## src/rtl/seg_pkg.sv

```systemverilog
// Shared definitions for the seven-segment scan controller: digit count,
// dark-pin constants, scan FSM states and the displayed-value record.
package seg_pkg;

  localparam int         NUM_DIGITS = 4;
  localparam logic [6:0] SEG_OFF    = 7'b1111111;
  localparam logic [3:0] AN_OFF     = 4'b1111;

  typedef enum logic [1:0] {
    OFF,
    BLANK,
    SHOW
  } scan_state_e;

  typedef struct packed {
    logic [15:0] digits;
    logic [3:0]  dp;
    logic        lz_en;
  } disp_t;

  // Selects BCD nibble idx from a packed 4-digit value.
  function automatic logic [3:0] bcd_field(input logic [15:0] value,
                                           input logic [1:0]  idx);
    return value[{idx, 2'b00} +: 4];
  endfunction

endpackage

```

## src/rtl/bcd_7seg.sv

```systemverilog
// BCD to seven-segment decoder, active-low segments {g,f,e,d,c,b,a}.
// Non-decimal codes decode to an unlit digit.
module bcd_7seg (
  input  logic [3:0] bcd,
  output logic [6:0] seg
);

  always_comb begin
    case (bcd)
      4'd0:    seg = 7'b1000000;
      4'd1:    seg = 7'b1111001;
      4'd2:    seg = 7'b0100100;
      4'd3:    seg = 7'b0110000;
      4'd4:    seg = 7'b0011001;
      4'd5:    seg = 7'b0010010;
      4'd6:    seg = 7'b0000010;
      4'd7:    seg = 7'b1111000;
      4'd8:    seg = 7'b0000000;
      4'd9:    seg = 7'b0010000;
      default: seg = 7'b1111111;
    endcase
  end

endmodule

```

## src/rtl/seg_scan_ctrl.sv

```systemverilog
// Four-digit common-anode display scanner with per-slot blanking gap and
// frame-aligned (tear-free) value updates. All pin outputs are registered.
module seg_scan_ctrl
  import seg_pkg::*;
#(
  parameter int REFRESH_DIV = 50000,
  parameter int BLANK_CYC   = 1000
) (
  input  logic        clk,
  input  logic        rst_n,
  input  logic        en,
  input  logic        load,
  input  logic [15:0] digits,
  input  logic [3:0]  dp_in,
  input  logic        lz_en,
  output logic [3:0]  an,
  output logic [6:0]  seg,
  output logic        dp,
  output logic        frame_tick
);

  localparam int CNT_W = $clog2(REFRESH_DIV);
  typedef logic [CNT_W-1:0] cnt_t;

  localparam cnt_t       BLANK_LAST = cnt_t'(BLANK_CYC - 1);
  localparam cnt_t       SLOT_LAST  = cnt_t'(REFRESH_DIV - 1);
  localparam logic [1:0] IDX_LAST   = 2'(NUM_DIGITS - 1);

  scan_state_e state, state_nx;
  cnt_t        cnt, cnt_nx;
  logic [1:0]  idx, idx_nx;
  disp_t       shadow, active;
  logic        copy, wrap, tick_pend;

  logic [3:0]  digit_sel;
  logic [6:0]  dec_seg;
  logic        lz_blank;
  logic [3:0]  an_nx;
  logic [6:0]  seg_nx;
  logic        dp_nx;

  // NOTE: every signal gets a default before the case so no path leaves a
  // value unassigned, which would otherwise infer a latch.
  always_comb begin
    state_nx = state;
    cnt_nx   = cnt;
    idx_nx   = idx;
    copy     = 1'b0;
    wrap     = 1'b0;
    if (!en) begin
      state_nx = OFF;
      cnt_nx   = '0;
      idx_nx   = '0;
    end else begin
      case (state)
        OFF: begin
          state_nx = BLANK;
          cnt_nx   = '0;
          idx_nx   = '0;
          copy     = 1'b1;
        end
        BLANK: begin
          cnt_nx = cnt + cnt_t'(1);
          if (cnt == BLANK_LAST) state_nx = SHOW;
        end
        SHOW: begin
          if (cnt == SLOT_LAST) begin
            cnt_nx   = '0;
            idx_nx   = idx + 2'd1;
            state_nx = BLANK;
            if (idx == IDX_LAST) begin
              copy = 1'b1;
              wrap = 1'b1;
            end
          end else begin
            cnt_nx = cnt + cnt_t'(1);
          end
        end
        default: state_nx = OFF;
      endcase
    end
  end

  assign digit_sel = bcd_field(active.digits, idx);

  bcd_7seg u_dec (
    .bcd (digit_sel),
    .seg (dec_seg)
  );

  // A digit is a leading zero when it and every more-significant digit are 0.
  assign lz_blank = active.lz_en && (idx != 2'd0) &&
                    ((active.digits >> {idx, 2'b00}) == 16'h0000);

  always_comb begin
    an_nx  = AN_OFF;
    seg_nx = SEG_OFF;
    dp_nx  = 1'b1;
    if (en && state == SHOW) begin
      an_nx  = ~(4'b0001 << idx);
      seg_nx = lz_blank ? SEG_OFF : dec_seg;
      dp_nx  = ~active.dp[idx];
    end
  end

  // NOTE: sequential state uses non-blocking assignments so every register
  // samples pre-edge values; this is what makes a same-edge load land in
  // shadow while active still takes the old shadow.
  always_ff @(posedge clk or negedge rst_n) begin
    if (!rst_n) begin
      state  <= OFF;
      cnt    <= '0;
      idx    <= '0;
      shadow <= '0;
      active <= '0;
    end else begin
      state <= state_nx;
      cnt   <= cnt_nx;
      idx   <= idx_nx;
      if (load) shadow <= '{digits: digits, dp: dp_in, lz_en: lz_en};
      if (copy) active <= shadow;
    end
  end

  // tick_pend delays the wrap so frame_tick meets digit 0's first dark cycle on the pins.
  always_ff @(posedge clk or negedge rst_n) begin
    if (!rst_n) begin
      an         <= AN_OFF;
      seg        <= SEG_OFF;
      dp         <= 1'b1;
      frame_tick <= 1'b0;
      tick_pend  <= 1'b0;
    end else begin
      an         <= an_nx;
      seg        <= seg_nx;
      dp         <= dp_nx;
      tick_pend  <= wrap;
      frame_tick <= en & tick_pend;
    end
  end

endmodule

```

## config.mk

```make
export PLATFORM = sky130hd
export DESIGN_NAME = seg_scan_ctrl
export DESIGN_NICKNAME = d
export VERILOG_FILES = /design/src/rtl/seg_pkg.sv /design/src/rtl/bcd_7seg.sv /design/src/rtl/seg_scan_ctrl.sv
export SDC_FILE = /design/constraint.sdc
export NUM_CORES = 1
export LEC_CHECK = 0
export CORE_ASPECT_RATIO = 1.1
export CORE_MARGIN = 1
export CORE_UTILIZATION = 50
export CTS_BUF_LIST = sky130_fd_sc_hd__clkbuf_2
export CTS_CLUSTER_DIAMETER = 200
export CTS_CLUSTER_SIZE = 16
export DETAILED_ROUTE_END_ITERATION = 12
export PLACE_DENSITY_LB_ADDON = 0.08
export SLEW_MARGIN = 20
export SYNTH_ARGS = -nofsm -noshare
export SYNTH_HDL_FRONTEND = slang
export SYNTH_SLANG_ARGS = --single-unit
export TNS_END_PERCENT = 50
```

## constraint.sdc

```tcl
create_clock -name clk -period 2.1 [get_ports clk]
set_input_delay 0.525 -clock clk [delete_from_list [all_inputs] [get_ports clk]]
set_output_delay 0.525 -clock clk [all_outputs]
set_load 0.005 [all_outputs]
```

======== Yosys cells after proc, flatten, opt, wreduce, memory -nomap -nowiden ========
Memory sizes are Yosys's and may differ from the RTL's.
Cells that the tools add are included.
cells by class
  $add $sub $neg .......................... 2
  multiply operators ...................... 0
  div/mod/pow operators ................... 0
  $lt $le $gt $ge ......................... 1
  equal/unequal tests ..................... 9
  shift-type cells ........................ 3
  multiplexer cells ....................... 22
  bitwise operators ....................... 3
  reductions and logical operators ........ 8
operator list
  cell                     number
  $pmux W16 S3             1
  $mux W16                 2
  $add A16 B1 Y16 const B  1
  $eq A16 B10 Y1 const B   1
  $eq A16 B16 Y1 const B   1
  $logic_not A16 Y1        1
  $shiftx A16 B5 Y4        1
  $shr A16 B4 Y16          1
  $mux W7                  2
  $mux W2                  5
  $mux W1                  7
  $ne A3 B3 Y1 const B     2
  $pmux W2 S3              1
  $eq A2 B2 Y1 const B     2
  $mux W4                  1
  $ne A4 B1 Y1 const B     1
  $not A4 Y4               1
  $pmux W2 S2              1
  $reduce_and A2 Y1        2
  $shl A1 B2 Y4 const A    1
  $logic_and A1 B1 Y1      3
  $lt A2 B3 Y1 const B     1
  $ne A3 B1 Y1 const B     1
  $add A2 B1 Y2 const B    1
  7 further kinds          7
storage, ports and cells
  flip-flop bits (word level) ............. 76
  bits in latches ......................... 0
  RAM bits ................................ 0
  memory bits (read-only) ................. 112
  output and inout bits ................... 13
  word-level logic and storage cells ...... 63
  memories ................................ 1
memories
  name             words  bits a word  read ports  clocked after memory_dff  write ports  line           source
  (no name shown)  16     7            1           0                         0            bcd_7seg.sv:9  case (bcd)

======== Longest topological paths before layout ========
Gate-level depths: netlist (run 1).
  depth after elaboration ................. 5
  mapped depth ............................ 10
  gate-level depth less buffers ........... 7

======== Modules after synthesis ========
A second synthesis (run 1) with hierarchy kept.
second synthesis, totals
  cell total of the unflattened synthesis .. 308
  area, all modules ....................... 3667.3 um^2
by module, submodules not included
  module         instances  cells an instance  area each (um^2)
  seg_scan_ctrl  1          275                3457.1
  bcd_7seg       1          33                 210.2

======== Worst setup path before layout (run 1) ========
No wires, ideal clock.
  kind .................................... register -> register
  from .................................... register state[0]
  to ...................................... register active[0] (netlist name)
  library setup time ...................... 0.127 ns
  arrival ................................. 1.942 ns
  required time ........................... 1.973 ns
  setup slack ............................. 0.031 ns
  stages on the path, launching flop included .. 11
  buffers on the path ..................... 3
  clock period less this slack ............ 2.069 ns
  path through ............................ dfrtp_1 > inv_1 > ha_1 > buf_2 > and2_1 > clkbuf_1 > nand2_1 > and2b_1 > a21o_4 > buf_6 > mux2_1
on the way
  word-level cells in the longest chain between the ends .. 3
  elaborated cells on any way between the ends .. 4
  classes of those cells .................. 1 x eq/ne; 2 x mux; 1 x reduce/logical
ends and longest elaborated chain
  what                                                     line                  source
  start: declaration                                       seg_scan_ctrl.sv:29   scan_state_e state, state_nx;
  start signal: assignment                                 seg_scan_ctrl.sv:117  state <= state_nx;
  $eq A2 B2 Y1 / $logic_not A2 Y1 (equally long branches)  seg_scan_ctrl.sv:55   case (state)
  $pmux W1 S2 (*)                                          seg_scan_ctrl.sv:55
  $mux W1 (*)                                              seg_scan_ctrl.sv:50   if (!en) begin
  end signal: assignment                                   seg_scan_ctrl.sv:121  if (copy) active <= shadow;
  end: declaration                                         seg_scan_ctrl.sv:32   disp_t shadow, active;
Mark *: on every way between the ends. The rest lies on a longest branch, timed or not.
A chain may end at the register's enable or synchronous reset.

======== Worst setup path after layout (run 1) ========
  from .................................... register cnt[11]
  to ...................................... register active[5] (netlist name)
on the way
  word-level cells in the longest chain between the ends .. 4
ends and longest elaborated chain
  what                      line                  source
  start: declaration        seg_scan_ctrl.sv:30   cnt_t cnt, cnt_nx;
  start signal: assignment  seg_scan_ctrl.sv:118  cnt <= cnt_nx;
  $eq A16 B16 Y1            seg_scan_ctrl.sv:67   if (cnt == SLOT_LAST) begin
  $mux W1                   seg_scan_ctrl.sv:67
  $pmux W1 S2               seg_scan_ctrl.sv:55
  $mux W1                   seg_scan_ctrl.sv:50
Every way passes these cells.

==> out/summary.txt, run 1 <==
Final Slew Violations: 0
R2r worst-path depth: 5
Post-synthesis compound-gate area fraction: 9.55%
Int Pwr: 2360 uW
Max-cap viol count: 0
Total congestion overflow: 0
Hold Slack: 0.459 ns
Fin area: 4420 um2
GR peak layer: met2
Final Hold Viols: 0
Rel. slew slack: 71.0%
Fin crit share: 97.9%
1st-pass router iterations: 6
Largest net degree at the start of global routing: 48
Number of synthesized register bits: 76
CTS tree: built
Global-route met2 utilization: 32.0%
Syn Area/Cell: 12.1 um2
Met3 usage: 2.91%
CP Launch Point: cnt[11]
Seq/Total Area, Yosys: 53.2%
Post-Synthesis Cells: 298
Hold Crit Class: input port to async pin
Initial Utilization: 51.4%
Clk_lat worst skew: 0.50 ns
Core area: 7010 um2
Sw Pwr: 906 uW
Fin crit period: 2.06 ns
Crit path capture type: flop
Part of the power in registers: 53.4%
First-iteration detailed-routing DRC count: 99
Final Util: 63.0%
Crit Path Max Fanout: 5
Grt met1 use: 25.1%
Cell row count: 32
Post-route ant nets: 0
Status: completed
Cell count after placement: 432
Final setup violating endpoints: 0
Largest family of logic cells by synthesized area: multiplexers
Crit path launch type: flop
Die width: 82.9 um
Adder-Cell Fraction of Synth Area: 4.86%
Biggest area consumer among synthesized cells: dfrtp_1
Pwr/cell area: 740 nW/um2
Design Power: 3270 uW
Global Route Usage Sum: 19.6%
Share of cells above drive strength 1: 26.4%
Antenna diode count: 0
Post-synth EDFFs: 0
Critical Path AT: 2.46 ns
Placed cell area: 4230 um2
Pin slew with the least headroom to its limit: 0.434 ns
Switching portion of total power: 27.7%
Reg-to-Reg End: active[5]
Routed WL per cell: 15.4 um
FF-to-FF Start: cnt[11]
RSZ-0062 raised after global routing: yes
CTS clk-pin slew, worst paths: 0.21 ns
H-tree depth: 3
Synth Area in XOR/XNOR: 0.486%
Yosys top cell area share: 44.5%
Mux cell area share after synthesis: 17.1%
Routed vias/inst: 5.51
I/O Buffers: 37
Final nets: 401
Async SR Flop Fraction: 100%
Synth area leaders: dfrtp_1, dfstp_2, mux2_2
DP HPWL: 4.82 mm
Syn nets: 337
Num ports: 38
Max Freq: 487 MHz
Final std cells w/o fill: 452
Area growth from synthesis to layout: 22.6%
Dominant synthesized flop cell: dfrtp_1
Initial antenna violation count: 0
Final wirelength: 6.97 mm
Critical Path End: active[5]
Clk root buf: clkbuf_2
Post-synthesis cell area: 3600 um2
First-pass GRT wire length: 11.7 mm
CTS buffer count: 9
Sink Count: 76
Crit path kind: flop to flop
Synth Area in Simple Gates: 11.5%
Vias: 2490
Synth cell types: 46
Worst Clk Skew: 0.0150 ns
Buffers from clock root to sink, at most: 2
Critical Path RT: 2.50 ns
Reg2reg setup slack: 0.04 ns
Routability cong.: 0.777
Chip Height: 91.0 um
Die area: 7550 um2
P_leak: 0.00184 uW
VDD IR max: 0.506 mV
Synth warn: 0
Vias in the first global route: 2481
Power share of the clock group: 27.8%
Logic pwr share: 18.8%
Remaining DRCs: 0
==> kinds of logic after synthesis <==
family	Yosys count
muxes	50
xor gates and xnor gates	2
adders and majority gates	14
and+or+nand+nor	75
AOI/OAI and AO/OA	55
DFF	76
buffers and inverters	26
==> per-layer routing <==
layer  wire length [um]  vias up
met5                  0        -
met4                 97        0
met1               3200     1224
met3                202       10
li1                   -     1210
met2               3470       46
==> state kept, by name, indices dropped and copies added (netlist names) <==
name / cells
state: 2
tick_pend: 1
shadow: 21
frame_tick: 1
seg: 7
cnt: 16
idx: 2
an: 4
dp: 1
active: 21
==> critical path, cell delays in order (launching register included) <==
cell     delay (ns)
dfrtp_1        0.42
or3_4          0.41
nor4_4         0.32
and2b_2        0.27
a21o_2         0.19
mux2_1         0.35
==> stage by stage <==
step,TNS [ns],setup WS [ns]
after floorplan,0,0.0309
after global placement,-1.60,-0.0936
after detailed placement,-1.88,-0.0998
after CTS,-0.0000233,-0.0000233
after global routing,-0.392,-0.0416
final,0,0.0449
==> worst min-delay path by stage <==
stage	start	end	slack, ns	cells past startpoint
floorplan	rst_n	active[0]	0.23	0
global placement	tick_pend	frame_tick	0.44	1
detailed placement	tick_pend	frame_tick	0.44	1
CTS	rst_n	shadow[0]	0.43	2
global route	rst_n	shadow[20]	0.44	2
finish	rst_n	active[13]	0.46	2
==> cell type report <==
cell class                      count  area [um2]
Clock buffer                       11        55.1
Clock inverter                      5        77.6
Fill cell                         592        2590
Inverter                           13        48.8
Multi-Input combinational cell    198        1620
Sequential cell                    76        1920
Tap cell                           85         106
Timing Repair Buffer               64         596
==> power groups by stage <==
| stage | Clock [uW] | Combinational [uW] | Sequential [uW] |
|---|---|---|---|
| after global routing | 981 | 684 | 1770 |
| after floorplan | 0 | 404 | 1720 |
| after global placement | 0 | 558 | 1770 |
| final | 907 | 616 | 1740 |
| after CTS | 931 | 578 | 1740 |
| after detailed placement | 0 | 574 | 1770 |
==> timing repair <==
| action | CTS | global route |
|---|---|---|
| pin swaps | 1 | 2 |
| hold buffers | 1 | 0 |
| buffers inserted | 0 | 1 |
| gates cloned | 0 | 2 |
| endpoints found under the hold margin | 20 | 0 |
| endpoints found under the setup margin | 16 | 27 |
| resized for setup | 12 | 9 |
==> synth_stat cells (3+ instances only) <==
library cell and instances:
ha_1 14, nand3_1 11, nand2_1 21, nor4b_1 3, dfrtp_1 64, a41oi_1 4, o21ai_0 16, nor2_1 14
mux2_2 23, inv_1 13, a21oi_1 16, a31oi_1 8, clkbuf_1 7, and3_1 4, dfstp_2 12, nand4_1 4
a22o_1 3, mux4_2 5, mux2_1 20, buf_2 4
==> layout by cell type (no fill, tap or decap), drive strengths merged, types with 2 or more instances in the layout <==
cell type / instances
bufinv: 2
ha: 14
nand4: 4
nor4: 3
nor2: 14
nor4b: 3
dlygate4sd2: 12
a41oi: 4
o21ai: 17
inv: 13
clkdlybuf4s50: 24
nand4bb: 2
and3: 4
nand2: 21
a21oi: 16
nand3: 11
mux4: 5
a22o: 3
clkbuf: 11
clkinv: 3
a21o: 3
nand3b: 2
mux2i: 2
a31oi: 8
dfstp: 12
dfrtp: 64
and2: 2
buf: 27
mux2: 43
Note: power is estimated with default switching activity, not from simulation.
==> run 2: changes to the inputs <==
- clock period: 2.1 -> 1.9 ns (I/O delays scaled with it)
==> run 2 against run 1 <==
The run now ends with negative setup slack left. Combinational power is 38% higher. Total power is 16% higher. First-iteration DRC count is 20% higher. Final area is 7.7% higher. Register-to-register slack worse by 0.14 ns. Wire length is 15% higher. Critical path type unchanged. Critical endpoint is now active[18].
==> out/summary.txt, run 2 (synthesis results as in run 1) <==
CTS clk-pin slew, worst paths: 0.20 ns
Routability cong.: 0.843
Core area: 7010 um2
Clk_lat worst skew: 0.50 ns
Routed vias/inst: 5.63
Design Power: 3800 uW
FF-to-FF Start: cnt[1]
P_leak: 0.00199 uW
Remaining DRCs: 0
Failing checks: negative setup slack
Fin crit period: 2.00 ns
Share of cells above drive strength 1: 37.6%
1st-pass router iterations: 5
Crit path launch type: flop
CTS tree: built
Sink Count: 76
Final setup violating endpoints: 21
Cell count after placement: 443
Status: finished, violations left
Setup TNS: -1.39 ns
Hold Crit Class: input port to async pin
Int Pwr: 2730 uW
Rel. slew slack: 64.0%
Switching portion of total power: 28.2%
Global Route Usage Sum: 21.4%
Vias in the first global route: 2635
RSZ-0062 raised after global routing: yes
Total congestion overflow: 0
Pwr/cell area: 799 nW/um2
Critical Path RT: 2.29 ns
Cell row count: 32
VDD IR max: 0.536 mV
Sw Pwr: 1070 uW
Reg2reg setup slack: -0.1 ns
CTS buffer count: 9
Die area: 7550 um2
Fillers: 521
Post-route ant nets: 0
Num ports: 38
Final Util: 67.9%
I/O Buffers: 37
First-pass GRT wire length: 12.7 mm
Fin crit share: 105%
Max Freq: 501 MHz
Antenna diode count: 0
H-tree depth: 3
Final Hold Viols: 0
Chip Height: 91.0 um
DP HPWL: 5.13 mm
Most frequent cells in the layout: dfrtp_1, buf_4, clkdlybuf4s50_1, mux2_2, nand2_1
Crit Path Max Fanout: 6
Pin slew with the least headroom to its limit: 0.538 ns
Part of the power in registers: 51.3%
First-iteration detailed-routing DRC count: 119
Final wirelength: 7.99 mm
Crit path capture type: flop
Buffers from clock root to sink, at most: 2
Worst Clk Skew: 0.0187 ns
Power share of the clock group: 26.4%
Logic pwr share: 22.4%
Crit path kind: flop to flop
Clk root buf: clkbuf_2
Leading cell type in the layout, fill and taps excluded: dfrtp_1
Initial antenna violation count: 0
Largest net degree at the start of global routing: 32
Final Slew Violations: 0
Final std cells w/o fill: 468
Critical Path AT: 2.39 ns
Max-cap viol count: 0
Routed WL per cell: 17.1 um
Setup ws final: -0.0970 ns
Area growth from synthesis to layout: 32.1%
Die width: 82.9 um
CP Launch Point: cnt[1]
Biggest regs: active x21, shadow x21, cnt x16
Initial Utilization: 51.4%
Final nets: 417
Vias: 2636
run 2: cell types whose count changed in the layout (fill, tap and decap cells not counted), sizes merged:
cell      delta
a21o         +1
clkinvlp     +1
buf         +13
clkbuf       +2
clkinv       -1
run 2: routing by layer:
metal	wire [um]	up-vias	GRT usage (%)
met4	113	0	9.34
met3	304	15	3.45
met2	4010	70	34.8
met1	3560	1304	28.5
met5	0	-	0
li1	-	1247	-
run 2: area by class of cell:
class / count / area, um2 / area share (%)
clock inverters: 5 / 76.3 / 1.60
clock buffers: 11 / 55.1 / 1.16
well taps: 85 / 106 / 2.24
multi-input cells: 199 / 1790 / 37.6
flip-flops and latches: 76 / 1920 / 40.3
repair buffers: 79 / 763 / 16.0
inverters: 13 / 48.8 / 1.03
run 2: what timing repair did:
| action | in CTS | in global routing |
|---|---|---|
| hold endpoints to repair | 15 | 0 |
| pin swaps | 8 | 3 |
| cloned | 2 | 3 |
| endpoints found under the setup margin | 48 | 45 |
| resized for setup | 31 | 33 |
| setup buffers | 1 | 2 |
| hold buffers | 1 | 0 |
run 2: power by group through the flow:
stage               logic (uW)  registers (uW)  clock network [uW]
floorplan                  447            1900                   0
global placement           656            1950                   0
detailed placement         680            1950                   0
CTS                        741            1930                1010
global route               937            1970                1070
finish                     851            1950                1000
run 2: critical path: stages, from the launching register on:
cell and delay (ns):
dfrtp_1 0.44, ha_4 0.17, nand4bb_4 0.14, nor4_4 0.35
and2b_2 0.29, a21o_4 0.19, mux2_4 0.31
run 2: final timing paths:
kind                              end  cells after the start
setup / recovery           active[18]                      6
hold / removal              shadow[5]                      2
setup reg to reg           active[18]                      6
hold reg to reg            frame_tick                      1
max in group asynchronous          dp                      3
min in group clk           frame_tick                      1
run 2: stage by stage:
step | hold WS, ns | worst slack (ns) | area, um2
floorplan | 0.179 | -0.128 | 3620
global placement | 0.406 | -0.224 | 4330
detailed placement | 0.411 | -0.245 | 4330
CTS | 0.380 | -0.153 | 4570
global route | 0.372 | -0.158 | 4760
finish | 0.389 | -0.0970 | 4760
